**config.mk**
```make
export PLATFORM = sky130hd
export DESIGN_NAME = mux_flat
export DESIGN_NICKNAME = d
export VERILOG_FILES = /design/src/rtl/mux_if.sv /design/src/rtl/mux.sv /design/src/flat_wrapper.sv
export SDC_FILE = /design/constraint.sdc
export NUM_CORES = 1
export LEC_CHECK = 0
export BUFFER_PORTS_ARGS = -buffer_cell sky130_fd_sc_hd__buf_4
export CAP_MARGIN = 20
export CORE_MARGIN = 2
export CORE_UTILIZATION = 28
export DETAILED_ROUTE_END_ITERATION = 12
export SYNTH_ARGS = -nofsm -noshare
export SYNTH_HDL_FRONTEND = slang
export SYNTH_SLANG_ARGS = --single-unit
```
**constraint.sdc**
```tcl
create_clock -name clk -period 1.8 [get_ports clk]
set_clock_uncertainty 0.15 [all_clocks]
set_input_delay 0.36 -clock clk [delete_from_list [all_inputs] [get_ports clk]]
set_output_delay 0.36 -clock clk [all_outputs]
set_load 0.01 [all_outputs]
```
**src/rtl/mux_if.sv**
```systemverilog
// Bus bundle for the word-select mux: packed word array in, combinational and captured selection out.
// Define MUX_PARITY_EN to add the registered parity signal.
interface mux_if #(
  parameter int unsigned WIDTH = 16,
  parameter int unsigned DEPTH = 8,
  parameter int unsigned SEL_W = 3
);
  logic [WIDTH*DEPTH-1:0] Q;
  logic [SEL_W-1:0]       sel;
  logic                   en;
  logic [WIDTH-1:0]       source;
  logic [DEPTH-1:0]       sel_onehot;
  logic [WIDTH-1:0]       source_q;
  logic [SEL_W-1:0]       sel_q;
  logic                   valid;
`ifdef MUX_PARITY_EN
  logic                   parity;
`endif

  modport master (
    output Q, sel, en,
    input  source, sel_onehot, source_q, sel_q, valid
`ifdef MUX_PARITY_EN
    , input parity
`endif
  );

  modport slave (
    input  Q, sel, en,
    output source, sel_onehot, source_q, sel_q, valid
`ifdef MUX_PARITY_EN
    , output parity
`endif
  );
endinterface

```
**src/rtl/mux.sv**
```systemverilog
// Word-select mux: combinational select/one-hot decode plus an en-strobed capture register with a valid pulse.
// Define MUX_PARITY_EN to add a registered even-XOR parity of the captured word.
module mux #(
  parameter int unsigned WIDTH = 16,
  parameter int unsigned DEPTH = 8,
  parameter int unsigned SEL_W = 3
) (
  input logic   clk,
  input logic   rst_n,
  mux_if.slave  bus
);

  logic [WIDTH-1:0] source_c;
  logic [DEPTH-1:0] onehot_c;

  logic [WIDTH-1:0] data_q,  data_d;
  logic [SEL_W-1:0] sel_q,   sel_d;
  logic             valid_q, valid_d;
`ifdef MUX_PARITY_EN
  logic             parity_q, parity_d;
`endif

  // Select word sel; unselected words are masked out by the compare so they cannot leak through.
  always_comb begin
    source_c = '0;
    onehot_c = '0;
    for (int unsigned i = 0; i < DEPTH; i++) begin
      if (SEL_W'(i) == bus.sel) begin
        source_c    = bus.Q[i*WIDTH +: WIDTH];
        onehot_c[i] = 1'b1;
      end
    end
  end

  // Capture on en; valid is a one-cycle pulse per capture and stays high across back-to-back captures.
  always_comb begin
    data_d  = data_q;
    sel_d   = sel_q;
    valid_d = 1'b0;
`ifdef MUX_PARITY_EN
    parity_d = parity_q;
`endif
    if (bus.en) begin
      data_d  = source_c;
      sel_d   = bus.sel;
      valid_d = 1'b1;
`ifdef MUX_PARITY_EN
      parity_d = ^source_c;
`endif
    end
  end

  always_ff @(posedge clk or negedge rst_n) begin
    if (!rst_n) begin
      data_q  <= '0;
      sel_q   <= '0;
      valid_q <= 1'b0;
`ifdef MUX_PARITY_EN
      parity_q <= 1'b0;
`endif
    end else begin
      data_q  <= data_d;
      sel_q   <= sel_d;
      valid_q <= valid_d;
`ifdef MUX_PARITY_EN
      parity_q <= parity_d;
`endif
    end
  end

  assign bus.source     = source_c;
  assign bus.sel_onehot = onehot_c;
  assign bus.source_q   = data_q;
  assign bus.sel_q      = sel_q;
  assign bus.valid      = valid_q;
`ifdef MUX_PARITY_EN
  assign bus.parity     = parity_q;
`endif

endmodule

```
**src/flat_wrapper.sv**
```systemverilog
// flat-port wrapper written by rule: the top's interface ports become plain ports
module mux_flat 
#(
  parameter int unsigned WIDTH = 16,
  parameter int unsigned DEPTH = 8,
  parameter int unsigned SEL_W = 3
)
  (clk, rst_n, bus_Q, bus_sel, bus_en, bus_source, bus_sel_onehot, bus_source_q, bus_sel_q, bus_valid);
  mux_if #(.WIDTH(WIDTH), .DEPTH(DEPTH), .SEL_W(SEL_W)) bus_i ();
  input logic clk;
  input logic rst_n;
  input wire logic [$bits(bus_i.Q)-1:0] bus_Q;
  input wire logic [$bits(bus_i.sel)-1:0] bus_sel;
  input wire logic [$bits(bus_i.en)-1:0] bus_en;
  output wire logic [$bits(bus_i.source)-1:0] bus_source;
  output wire logic [$bits(bus_i.sel_onehot)-1:0] bus_sel_onehot;
  output wire logic [$bits(bus_i.source_q)-1:0] bus_source_q;
  output wire logic [$bits(bus_i.sel_q)-1:0] bus_sel_q;
  output wire logic [$bits(bus_i.valid)-1:0] bus_valid;
  assign bus_i.Q = bus_Q;
  assign bus_i.sel = bus_sel;
  assign bus_i.en = bus_en;
  assign bus_source = bus_i.source;
  assign bus_sel_onehot = bus_i.sel_onehot;
  assign bus_source_q = bus_i.source_q;
  assign bus_sel_q = bus_i.sel_q;
  assign bus_valid = bus_i.valid;
  mux #(.WIDTH(WIDTH), .DEPTH(DEPTH), .SEL_W(SEL_W)) u_core (.clk(clk), .rst_n(rst_n), .bus(bus_i));
endmodule
```
==> impl_summary.log <==
INFO  metric timing.critical_path.arrival = 1560 ps
INFO  metric maxSlewViolCount = 0
INFO  metric rsz0062_at_grt = yes
INFO  metric post_synth_inst_count = 292
INFO  metric synth_warnings = 0
INFO  metric finalNonFillerCells = around 620
INFO  metric dpl_cells = ~590
INFO  metric syn_area = approximately 0.0023 mm^2
INFO  metric worst_path_cell_trace = buf_12 -> buf_12 -> inv_6 -> buf_12 -> buf_8 -> a21oi_2 -> o311a_1 -> o21ai_2 -> buf_4
INFO  metric first_global_vias = just over 3000
INFO  metric setup_viol_count_final = 16
INFO  metric slew_headroom = 0.520
INFO  metric clock_sinks = 20
INFO  metric num_vias = approximately 3100
INFO  metric clk_pin_slew_worst_paths = 80 ps
INFO  metric synth_ff_type = sky130_fd_sc_hd__dfrtp_1
INFO  metric ys_types = 34
INFO  metric clkLatencyLatePin = between 200 and 300 ps
INFO  metric layout_setup_ws = -274 ps
INFO  metric p_int = 0.00136 W
INFO  metric synth_fp_nets = ~430
INFO  metric min_delay_worst_endpoint = u_core.bus.valid
INFO  metric post-route-drc-count = 0
INFO  metric die_width = about 95 um
INFO  metric share_of_power_burned_in_combinational_logic = 0.564
INFO  metric p_clk_frac = 0.174
INFO  metric core_area = 0.00818 mm^2
INFO  metric irDropWorstVdd = 289 uV
INFO  metric floorplan.die_area = 0.00910 mm^2
INFO  metric postSynthAreaPerCell = between 8 and 9 um^2
INFO  metric drt_pre_antenna_iters = 4
INFO  metric setup.worst_path.start_class = input port
INFO  metric ff_latch_count_synth = 20
INFO  metric power_density = around 450 mW/mm^2
INFO  metric avgViaCountPerCell = just over 5
INFO  metric power_leakage = 2.23 nW
INFO  metric final_hold_viol_count = 0
INFO  metric critPathMaxStageDelay = roughly 390 ps
INFO  metric worst_r2r_path_depth = 2
INFO  metric numCtsBuffers = 3
INFO  metric detail_route.wl_per_cell = roughly 16 um
INFO  metric cp_data_required_time = approximately 1300 ps
INFO  metric design_power_total = between 0.002 and 0.0025 W
INFO  metric final_nets = between 600 and 700
INFO  metric worst_hold_path_type = in -> reg
INFO  metric grt_pass1_wl = roughly 15000 um
INFO  metric tritoncts_clock_tree = done
INFO  metric area_delta_synth_final = 93.7%
INFO  metric gr-usage-all-layers = 0.208
INFO  metric synth_sequential_area_ratio = 0.214
INFO  metric worst_path_max_delay_cell = sky130_fd_sc_hd__o311a_1
INFO  metric multi_input_area = roughly 0.0017 mm^2
INFO  metric switchingPower = between 0.0006 and 0.0007 W
INFO  metric timing.setup.critical_path_class = in -> out
INFO  metric share_seq_of_total_power = 0.262
INFO  metric tightestPinTransition = 719 ps
INFO  metric globalRoute.totalOverflow = 0
INFO  metric synth-edff-count = 0
INFO  metric floorplan.rows = 33
INFO  metric ios = ~180
INFO  metric grt_max_degree = 40
INFO  metric worstSetupEndpointType = output pin
INFO  metric timing.fmax = between 0.4 and 0.5 GHz
INFO  metric hpwl_reported_at_the_end_of_detailed_placement = just under 8000 um
INFO  metric clock-root-buffer = sky130_fd_sc_hd__clkbuf_8
INFO  metric final_layout_size_suffix_gt1_frac = 0.615
INFO  metric globalplace.congestion = around 0.97
INFO  metric n_antenna_cell = 0
INFO  metric totalWireLength = 9750 um
INFO  metric final_min_period_over_clock_period = 1.15
INFO  metric ctsLongestPathBuffers = 2
INFO  metric path_max_fanout = 8
INFO  metric critical_path.reg2reg.startpoint = u_core.bus.source_q[5]
INFO  metric port-buffer-count = 177
INFO  metric regToRegEndpoint = u_core.bus.source_q[5]
INFO  metric worstHoldPathCells = 1
INFO  metric path_common_cell = sky130_fd_sc_hd__buf_12
INFO  metric ant_nets = 0
INFO  metric maxCapViolCount = 0
INFO  metric level_count_of_the_clock_h_tree = 1
INFO  metric setup.reg_to_reg.worst_slack = roughly 760 ps
INFO  metric area.sequential = ~500 um^2
INFO  metric dr.first_iter.drc_count = 58
INFO  metric floorplan.initialDensity = 0.286
INFO  metric antenna_violations_before_repair = 0
INFO  metric fill_cells = roughly 800
INFO  metric floorplan.die.height = 95.4 um
INFO  metric outcome = complete, but fails checks
INFO  metric postSynth.asyncResetShare = 1.00
INFO  metric hold_path.startpoint = bus_en
INFO  metric power_switching_share = 0.327
INFO  metric failed_checks = setup timing
INFO  metric fin_crit = 2070 ps
[worst max-delay path by stage]
stage	from	end	depth (start not counted)
after floorplan	bus_sel[0]	bus_source[3]	5
after global placement	bus_sel[2]	bus_source[9]	7
after detailed placement	bus_sel[2]	bus_source[9]	7
after CTS	bus_sel[1]	bus_source[0]	9
after global routing	bus_sel[1]	bus_source[0]	9
final	bus_sel[1]	bus_source[0]	9
[Yosys cell counts (3+ instances only)]
cell	count	share of area
sky130_fd_sc_hd__dfrtp_1	20	0.21
sky130_fd_sc_hd__o31ai_1	4	0.013
sky130_fd_sc_hd__and3b_1	30	0.11
sky130_fd_sc_hd__nor2_1	3	0.0048
sky130_fd_sc_hd__a21oi_1	30	0.064
sky130_fd_sc_hd__nor2b_1	13	0.035
sky130_fd_sc_hd__mux2_2	6	0.029
sky130_fd_sc_hd__buf_2	13	0.028
sky130_fd_sc_hd__nand2_1	17	0.027
sky130_fd_sc_hd__a211oi_1	14	0.045
sky130_fd_sc_hd__o311a_1	15	0.064
sky130_fd_sc_hd__buf_6	6	0.029
sky130_fd_sc_hd__o31ai_2	11	0.059
sky130_fd_sc_hd__o21ai_0	59	0.13
sky130_fd_sc_hd__clkbuf_1	9	0.014
sky130_fd_sc_hd__nand4_1	15	0.040
[registers in the layout (all words and copies together) (netlist names)]
name and flops:
u_core.bus.source_q 16, u_core.bus.sel_q 3, u_core.bus.valid 1
[layout make-up]
type	instances	area share
Sequential cell	20	0.110
Clock buffer	4	0.0122
Multi-Input combinational cell	233	0.384
Tap cell	105	0.0290
Inverter	3	0.00359
Timing Repair Buffer	252	0.461
[routing by layer]
layer	up-vias	track usage	share of wire
li1	1565	-	-
met1	1437	0.285	0.44
met2	123	0.346	0.47
met3	9	0.0245	0.070
met4	0	0.0571	0.015
met5	-	0	0
[critical path, delay by kind of cell]
kind	cells	cell delay [ps]
buf+inv	6	640
compound gates	3	560
[cells in the final DEF, fill, tap and decap left out, types with 2 or more instances in the layout]
cell type	instances
sky130_fd_sc_hd__nand2_1	16
sky130_fd_sc_hd__o31ai_2	12
sky130_fd_sc_hd__and2b_1	2
sky130_fd_sc_hd__a21oi_2	12
sky130_fd_sc_hd__a211oi_2	4
sky130_fd_sc_hd__and3b_1	30
sky130_fd_sc_hd__a21oi_1	18
sky130_fd_sc_hd__buf_6	7
sky130_fd_sc_hd__mux2i_1	2
sky130_fd_sc_hd__o21ai_2	16
sky130_fd_sc_hd__a211oi_1	11
sky130_fd_sc_hd__nor2b_1	13
sky130_fd_sc_hd__o21ai_1	11
sky130_fd_sc_hd__o311a_1	15
sky130_fd_sc_hd__buf_12	11
sky130_fd_sc_hd__buf_4	229
sky130_fd_sc_hd__mux2_2	5
sky130_fd_sc_hd__dfrtp_1	20
sky130_fd_sc_hd__clkbuf_8	4
sky130_fd_sc_hd__nand4_1	15
sky130_fd_sc_hd__nor2_1	3
sky130_fd_sc_hd__buf_8	4
sky130_fd_sc_hd__o21ai_0	33
sky130_fd_sc_hd__o31ai_1	3
[power groups by stage]
stage | sequential (W) | clock (W) | combinational, W
detailed placement | 0.000539 | 0 | 0.00103
global route | 0.000536 | 0.000385 | 0.00123
finish | 0.000529 | 0.000351 | 0.00114
floorplan | 0.000559 | 0 | 0.000436
global placement | 0.000537 | 0 | 0.00102
CTS | 0.000530 | 0.000362 | 0.00110
[stage by stage]
step / utilization / hold WS (ps) / TNS, ps / area (um^2) / setup WS (ps)
5_1_grt: 0.554 / 153 / -4190 / 4530 / -330
6_report: 0.554 / 164 / -3410 / 4530 / -274
2_1_floorplan: - / -85.6 / -114 / 2430 / -19.0
3_5_place_dp: 0.506 / 113 / -4620 / 4140 / -302
4_1_cts: 0.541 / 155 / -3500 / 4420 / -279
3_3_place_gp: 0.506 / 107 / -4290 / 4140 / -330
[timing repair]
action                                 4_1_cts  5_1_grt
buffers inserted                            13        6
setup endpoints to repair                   16       20
gates cloned                                 0        0
endpoints found under the hold margin       20        0
pin swaps                                   17        9
resized for setup                           33       19
hold buffers                                 1        0
[logic make-up (layout without fill, tap and decap cells)]
| logic type | Yosys count | count (layout) | share of synthesized area |
|---|---|---|---|
| DFF | 20 | 20 | 0.214 |
| buffers and inverters | 39 | 259 | 0.111 |
| muxes | 8 | 8 | 0.0375 |
| and+or+nand+nor | 88 | 88 | 0.249 |
| AOI/OAI and AO/OA | 137 | 137 | 0.388 |
(Power assumes the default switching activity.)
